**src/rtl/card_dealer_datapath.sv**
```systemverilog
// card_dealer_datapath: baccarat card registers, scores and deal-order checker.
// Ports: slow_clock, resetb (sync, active-high), load_pcard1..3/load_dcard1..3
//   (one-cycle load requests), pcard1..3/dcard1..3 (held card codes 0..13),
//   pscore/dscore (hand scores 0..9), deal_err (sticky), hand_count (hands started).
// Build option: define CARD_LFSR_EN to draw cards from a 7-bit LFSR instead of
//   the 1..13 counter.
module card_dealer_datapath (
   input  logic       slow_clock,
   input  logic       resetb,
   input  logic       load_pcard1,
   input  logic       load_pcard2,
   input  logic       load_pcard3,
   input  logic       load_dcard1,
   input  logic       load_dcard2,
   input  logic       load_dcard3,
   output logic [3:0] pcard1,
   output logic [3:0] pcard2,
   output logic [3:0] pcard3,
   output logic [3:0] dcard1,
   output logic [3:0] dcard2,
   output logic [3:0] dcard3,
   output logic [3:0] pscore,
   output logic [3:0] dscore,
   output logic       deal_err,
   output logic [7:0] hand_count
);

   typedef enum logic [2:0] {
      S_EMPTY, S_P1, S_D1, S_P2, S_D2, S_P3, S_D3
   } state_t;

   // card slots: 0 p1, 1 p2, 2 p3, 3 d1, 4 d2, 5 d3
   logic [5:0][3:0] card_q, card_d;
   logic [5:0]      ld;
   state_t          st_q, st_d;
   logic            err_q, err_d;
   logic [7:0]      hc_q, hc_d;
   logic [3:0]      card_src;

   assign ld = {load_dcard3, load_dcard2, load_dcard1,
                load_pcard3, load_pcard2, load_pcard1};

`ifdef CARD_LFSR_EN
   logic [6:0] lfsr_q, lfsr_d;
   assign lfsr_d   = {lfsr_q[5:0], lfsr_q[6] ^ lfsr_q[5]};
   assign card_src = 4'(lfsr_q % 7'd13) + 4'd1;
`else
   logic [3:0] cnt_q, cnt_d;
   assign cnt_d    = (cnt_q == 4'd13) ? 4'd1 : cnt_q + 4'd1;
   assign card_src = cnt_q;
`endif

   function automatic logic [3:0] val(input logic [3:0] c);
      return (c <= 4'd9) ? c : 4'd0;
   endfunction

   function automatic logic [3:0] score(input logic [3:0] a,
                                        input logic [3:0] b,
                                        input logic [3:0] c);
      logic [4:0] s;
      s = {1'b0, val(a)} + {1'b0, val(b)} + {1'b0, val(c)};
      return 4'(s % 5'd10);
   endfunction

   always_comb begin
      card_d = card_q;
      st_d   = st_q;
      err_d  = err_q;
      hc_d   = hc_q;
      if (ld != 6'd0) begin
         // simultaneous requests are rejected outright, even a new hand
         if (!$onehot(ld)) begin
            err_d = 1'b1;
         end else begin
            unique case (1'b1)
               ld[0]: begin
                  card_d    = '0;
                  card_d[0] = card_src;
                  err_d     = 1'b0;
                  hc_d      = hc_q + 8'd1;
                  st_d      = S_P1;
               end
               ld[3]: if (st_q == S_P1) begin
                  card_d[3] = card_src;
                  st_d      = S_D1;
               end else err_d = 1'b1;
               ld[1]: if (st_q == S_D1) begin
                  card_d[1] = card_src;
                  st_d      = S_P2;
               end else err_d = 1'b1;
               ld[4]: if (st_q == S_P2) begin
                  card_d[4] = card_src;
                  st_d      = S_D2;
               end else err_d = 1'b1;
               ld[2]: if (st_q == S_D2) begin
                  card_d[2] = card_src;
                  st_d      = S_P3;
               end else err_d = 1'b1;
               // dealer may take a third card straight after D2 if player stood
               ld[5]: if (st_q == S_D2 || st_q == S_P3) begin
                  card_d[5] = card_src;
                  st_d      = S_D3;
               end else err_d = 1'b1;
            endcase
         end
      end
   end

   always_ff @(posedge slow_clock) begin
      if (resetb) begin
         card_q <= '0;
         st_q   <= S_EMPTY;
         err_q  <= 1'b0;
         hc_q   <= 8'd0;
`ifdef CARD_LFSR_EN
         lfsr_q <= 7'h01;
`else
         cnt_q  <= 4'd1;
`endif
      end else begin
         card_q <= card_d;
         st_q   <= st_d;
         err_q  <= err_d;
         hc_q   <= hc_d;
`ifdef CARD_LFSR_EN
         lfsr_q <= lfsr_d;
`else
         cnt_q  <= cnt_d;
`endif
      end
   end

   assign pcard1     = card_q[0];
   assign pcard2     = card_q[1];
   assign pcard3     = card_q[2];
   assign dcard1     = card_q[3];
   assign dcard2     = card_q[4];
   assign dcard3     = card_q[5];
   assign pscore     = score(card_q[0], card_q[1], card_q[2]);
   assign dscore     = score(card_q[3], card_q[4], card_q[5]);
   assign deal_err   = err_q;
   assign hand_count = hc_q;

endmodule

```
**config.mk**
```make
export PLATFORM = sky130hd
export DESIGN_NAME = card_dealer_datapath
export DESIGN_NICKNAME = d
export VERILOG_FILES = /design/src/rtl/card_dealer_datapath.sv
export SDC_FILE = /design/constraint.sdc
export NUM_CORES = 1
export LEC_CHECK = 0
export ABC_CLOCK_PERIOD_IN_PS = 7900
export CAP_MARGIN = 20
export CORE_MARGIN = 2
export CORE_UTILIZATION = 45
export CTS_CLUSTER_SIZE = 28
export DETAILED_ROUTE_END_ITERATION = 8
export PLACE_DENSITY = 0.69
export SYNTH_ARGS = -nofsm -noshare
export SYNTH_HDL_FRONTEND = slang
export SYNTH_SLANG_ARGS = --single-unit
```
**constraint.sdc**
```tcl
create_clock -name slow_clock -period 7.9 [get_ports slow_clock]
set_input_delay 1.185 -clock slow_clock [delete_from_list [all_inputs] [get_ports slow_clock]]
set_output_delay 1.185 -clock slow_clock [all_outputs]
set_load 0.02 [all_outputs]
```
### Word-level counts from Yosys, hierarchy flattened

Index checks and enable logic that the tools add are counted.

| storage, ports and cells | value |
|---|---|
| register bits after elaboration | 40 |
| input bits | 8 |
| output and inout bits | 41 |
| logic and storage cells | 91 |

| operators by class | value |
|---|---|
| divide/modulo/power cells | 2 |
| eq/ne operators | 17 |
| add/sub/neg operators | 11 |
| mux-type cells | 29 |
| $lt $le $gt $ge | 6 |
| reduce and logical (&&, ||, !) cells | 16 |

Operators with widths:

| cell | number |
|---|---|
| $mux W4 | 11 |
| $pmux W4 S2 | 5 |
| $le A4 B4 Y1 const B | 6 |
| $reduce_and A4 Y1 | 5 |
| $pmux W3 S6 | 1 |
| $mux W3 | 5 |
| $ne A3 B3 Y1 const B | 5 |
| $add A4 B4 Y5 | 2 |
| $add A5 B4 Y5 | 2 |
| $mod A5 B4 Y5 const B | 2 |
| $ne A2 B1 Y1 const B | 5 |
| $reduce_bool A2 Y1 | 5 |
| $add A8 B1 Y8 const B | 1 |
| $reduce_and A7 Y1 | 1 |
| $add A1 B1 Y2 | 3 |
| $eq A3 B1 Y1 const B | 2 |
| $eq A3 B2 Y1 const B | 2 |
| $eq A3 B3 Y1 const B | 2 |
| $mux W1 | 6 |
| $pmux W1 S6 | 1 |
| $reduce_and A6 Y1 | 1 |
| $reduce_bool A6 Y1 | 1 |
| $add A4 B1 Y4 const B | 1 |
| $eq A4 B4 Y1 const B | 1 |
| other kinds (5) | 5 |

### Depth between registers and ports, before layout

| depth | value |
|---|---|
| depth after elaboration | 6 |
| mapped depth | 15 |
| mapped depth without buffers | 15 |

### Worst setup path after synthesis

OpenSTA, ideal clock, no wires.

| path | value |
|---|---|
| path type | reg-to-output |
| start | register card_q, in the netlist dcard1[3] |
| end | output dscore[1] |
| buffers on the path | 0 |
| cell stages (with the launch flop) | 15 |
| required time | 6.715 ns |
| data arrival time | 3.436 ns |
| path slack | 3.279 ns |
| cells stage by stage | dfxtp_1 nand2_1 fa_1 inv_1 ha_1 a21oi_1 a21oi_1 or2_2 and2_1 a21oi_1 ha_1 o21ai_0 a211oi_1 nor3_1 xnor2_1 |

| on the way | value |
|---|---|
| word-level cells in the longest chain between the ends | 5 |

Ends and longest elaborated chain:

| what | line | RTL |
|---|---|---|
| start: declaration | 33 | `logic [5:0][3:0] card_q, card_d;` |
| start signal: assignment | 121 | `card_q <= card_d;` |
| $le A4 B4 Y1 | 54 | `return (c <= 4'd9) ? c : 4'd0;` |
| $mux W4 (*) | 54 |  |
| $add A4 B4 Y5 (*) | 61 | `s = {1'b0, val(a)} + {1'b0, val(b)} + {1'b0, val(c)};` |
| $add A5 B4 Y5 (*) | 61 |  |
| $mod A5 B4 Y5 (*) | 62 | `return 4'(s % 5'd10);` |
| end: declaration | 23 | `output logic [3:0] dscore,` |

Every way passes the cells marked *; elsewhere a longest branch is shown, timed or not.

### Worst setup path in the final report

| path | value |
|---|---|
| start | register card_q, in the netlist dcard1[1] |
| end | output dscore[1] |

Same word-level chain as after synthesis.

==> results.txt <==
The flow ran to the end, and the final reports show no timing, DRC or antenna violations. For this configuration, the core starts out at a cell density of 45.69%. In this run the worst hold path is classified as flip-flop to flip-flop. The start of the worst register-to-register path is st_q[2]$_SDFFE_PP0P_. After technology mapping, the gate count stands at 358. The final worst clock skew was 0.007068 ns. The cell with the largest stage delay on the worst path was clkdlybuf4s50_1. Net switching is 29.67% of the power. Post-synth net total: 394. For this run the aggregate overflow at the end of global routing stands at 0.

Global-route wire length before repair: 11.23 mm. Static timing analysis puts the maximum clock frequency at 183.6 MHz. Count of buffers from port buffering: 48. The path with the worst hold slack has its endpoint at deal_err$_SDFFE_PP0P_. The static leakage was 1.315 nW; the count of flip-flops with a built-in enable after synthesis was 0. Global routing used 19.12% of the available tracks.

Data on the critical path is required at its endpoint by 6.71 ns. 0 antenna diodes ended up in the layout. The worst hold path begins at deal_err$_SDFFE_PP0P_. In the global route stage, met2 resource usage came out at 32.80%.

Number of setup buffers added after CTS: 0. The worst setup path is launched from a flip-flop. The max-capacitance violation count is 0, and the worst setup slack for register-to-register paths is 6.22 ns. Traced cell by cell, the critical path runs through nor2_1 -> nand2_1 -> fa_1 -> inv_1 -> ha_1 -> a21oi_1 -> a21oi_1 -> or2_2 -> and2_1 -> a21oi_1 -> ha_1 -> o21ai_0 -> a211oi_1 -> nor3_1 -> xnor2_1 -> clkdlybuf4s50_1. Yosys printed 0 warnings. The met1 routing resource usage after global routing came out at 24.14%.

Clock tree synthesis found a total of 40 sinks. Internal power comes to 0.3029 mW. The floorplan step defined a die boundary enclosing 0.006989 sq mm. Hold timing on the final database bottoms out at a slack of 0.4821 ns. The run gives 0 as the final count of hold timing violations.

The worst-path maximum fanout is 5. The logs give 0.003450 sq mm for the area of all placed cells without fillers and 0 for the number of gates given a new drive strength after cts. 49 I/O pins were placed. Combinational logic burns 20.3% of the power. At the end of the flow the core is filled with cells to 55.27%. The share of flip-flops with an asynchronous set or reset after synthesis is 0%.

Library cell used as clock root buffer: clkbuf_8. The net count of the finished layout is 434. The logs give 0.29 ns for the clock insertion delay at the later pin of the skew report and 51 for the number of distinct library cell variants in the gate-level netlist after synthesis. Of the cells placed in the final design, the portion with a size suffix greater than 1 is 3.518%. The relative contribution of the clock network to total power came out at 29.5%. VDD sags by at most 91.19 uV. After floorplanning, the core was divided into 29 placement rows. In the final routed layout, each cell accounts on average for 13.30 um. Routability-driven placement finished with a final weighted congestion of 0.8366. The post-synthesis sequential area ratio is 28.08%, and the remaining design rule violation count is 0. Leaving out fill and tap cells, the most frequent cells in the layout are 48 x clkdlybuf4s50_1, 40 x dfxtp_1, 37 x a21oi_1. The mean cell area of the mapped netlist was 7.965 sq um. In this run the power spent charging and discharging nets is 0.1278 mW. The die is 83.60 um tall.

Setup total negative slack on the finished layout was measured at 0 ns. STA puts the critical path data arrival time at 4.26 ns. Once detail routing completed, the nets flagged for antenna violations numbered 0.

The run gives 0 as the number of antenna violations at the first check in global routing. For this run, global-route usage on met3 was measured as 3.066%. Setup repair after global routing left no endpoint under its margin. The layout-stage area growth over the synthesis result is 20.97%. The slew at the pin with the worst max-slew slack came out at 0.5487 ns. The maximum single-stage delay on the critical path came out at 0.61 ns. The half-perimeter wire length after placement is 4.853 mm. The core region is 0.006241 sq mm. Number of storage elements in the synthesis netlist: 40. Measured in cells, the most critical reg-to-reg path has a length of 5.

In this run the tightest slew margin relative to its limit is 63.29%. The commonest non-fill, non-tap cell in the layout was clkdlybuf4s50_1. In this run the cell area of the synthesized design comes to 0.002851 sq mm. For the via count of the first global-routing pass, the log shows 2514. The pre-CTS worst setup slack is 2.762 ns, and the number of detailed-routing iterations run before antenna repair is 4.

The global routing stage identified its most utilized layer as met2. Among the stages of the critical path, the cell type that occurs most often is a21oi_1. Hold repair after CTS inserted 0 buffers. The H-tree generated during clock tree synthesis spans 2 levels.

End of the worst register-to-register path: st_q[2]$_SDFFE_PP0P_. Of the total power, registers draw 50.2%. The maximum number of pins on one net before global-route repair is 41.

In the synthesized netlist the dominant register cell turns out to be dfxtp_1. Setup violations remaining at the end of the flow were counted as 0. The worst setup path is captured at an output port. For this block, the initial DRC count from the detailed router was 118. The category of the critical setup timing path was flip-flop to output port. For this block, the via count after detailed routing is 2543. Shortest clock period the worst path allows after layout: 5.447 ns. TritonCTS built the clock tree.

The least setup slack across all paths after layout came out at 2.453 ns. The ratio of routed vias to standard cells is 5.354, and the cell count of the worst hold path is 1. The routed design has 6.318 mm of wire. Post-place instance area: 0.003372 sq mm. The run gives 5 as the TritonCTS buffer count. The power density over the cells is 124.8 mW/mm^2, and the post-CTS clock slew at the launch and capture registers of the worst setup and hold paths is 0.08 ns. The number of slew-limit violations in the final report is 0, and the die span in x is 83.60 um. The tools report the maximum clock insertion buffer count as 2. The final clock period utilization by the worst path is 68.95%.
-- state kept, by name (all words and copies together), names as in the netlist --
name        flops
card_src        4
dcard1          4
dcard2          4
dcard3          4
deal_err        1
hand_count      8
pcard1          4
pcard2          4
pcard3          4
st_q            3
-- worst max-delay path by stage --
stage,startpoint,endpoint,slack [ns]
floorplan,dcard1[3]$_SDFFE_PP0P_,dscore[1],3.28
global placement,dcard1[1]$_SDFFE_PP0P_,dscore[1],2.81
detailed placement,load_dcard1,st_q[2]$_SDFFE_PP0P_,2.76
CTS,dcard1[1]$_SDFFE_PP0P_,dscore[1],2.43
global route,dcard1[1]$_SDFFE_PP0P_,dscore[1],2.09
finish,dcard1[1]$_SDFFE_PP0P_,dscore[1],2.45
-- cells in the mapped netlist, types with 2 or more instances --
cell       count  area share [%]
clkbuf_1      13             1.7
nor2_1        35             4.6
and2_1         9             2.0
a22oi_1        5             1.3
inv_1         26             3.4
nor3_1         7             1.2
xnor2_1        6             1.8
and3_1         2            0.44
nand2b_1      21             4.6
nand2_1       27             3.6
dfxtp_1       40              28
nor2b_1        9             2.0
o21ai_0       19             3.3
buf_2          3            0.53
nand3_1       20             3.5
o211a_1        2            0.70
a2bb2oi_1      2            0.61
nor3b_1        3            0.79
a31oi_1        3            0.66
fa_1          13             9.1
ha_1          15             6.6
a211oi_1       3            0.79
nand4_1        2            0.44
o211ai_2       2            0.88
xor2_1         6             1.8
a21oi_1       37             6.5
mux2i_1        4             1.4
-- power by group through the flow --
| stage | combinational, mW | clock (mW) | sequential, mW |
|---|---|---|---|
| final | 0.0873 | 0.127 | 0.216 |
| after global routing | 0.0975 | 0.139 | 0.218 |
| after CTS | 0.0878 | 0.131 | 0.216 |
| after detailed placement | 0.0876 | 0 | 0.221 |
| after global placement | 0.0851 | 0 | 0.221 |
| after floorplan | 0.0620 | 0 | 0.219 |
-- per-stage QoR --
stage / instances / total power, mW
floorplan: 358 / 0.2809
global placement: 468 / 0.3063
detailed placement: 468 / 0.3087
CTS: 475 / 0.4351
global route: 475 / 0.4541
finish: 475 / 0.4306
-- final cells by class --
type	instances	area, sq um
clock buffers	6	72.57
inverters	26	97.59
multi-input cells	276	1889
fillers	614	2791
well taps	77	96.34
clock inverters	1	5.005
flip-flops and latches	40	800.8
repair buffers	49	488.0
-- cell families (layout without fill, tap and decap cells) --
kind of cell             after synthesis  after routing  synth area share [%]
AND/OR/NAND/NOR                      146            146                 26.50
XOR/XNOR                              12             12                 3.686
buffers and inverters                 42             82                 5.660
AO/OA/AOI/OAI                         85             85                 18.56
adder cells (fa/ha/maj)               28             28                 15.71
multiplexers                           5              5                 1.799
flip-flops                            40             40                 28.08
-- worst max-delay path: cells and delay by family (launching register included) --
kind / cells / cell delay, ns
adder cells (fa/ha/maj): 3 / 1.10
flip-flops: 1 / 0.36
XOR/XNOR: 1 / 0.13
AND/OR/NAND/NOR: 5 / 0.80
AO/OA/AOI/OAI: 5 / 0.93
buffers and inverters: 2 / 0.65
-- per-layer routing --
layer | part of all wire (%) | wire, um | vias up
li1 | - | - | 1308
met5 | 0 | 0 | -
met4 | 1.7 | 110 | 0
met2 | 48 | 3045 | 48
met1 | 47 | 2956 | 1179
met3 | 3.2 | 205 | 8
No activity file was read; power rests on OpenSTA's default activity.
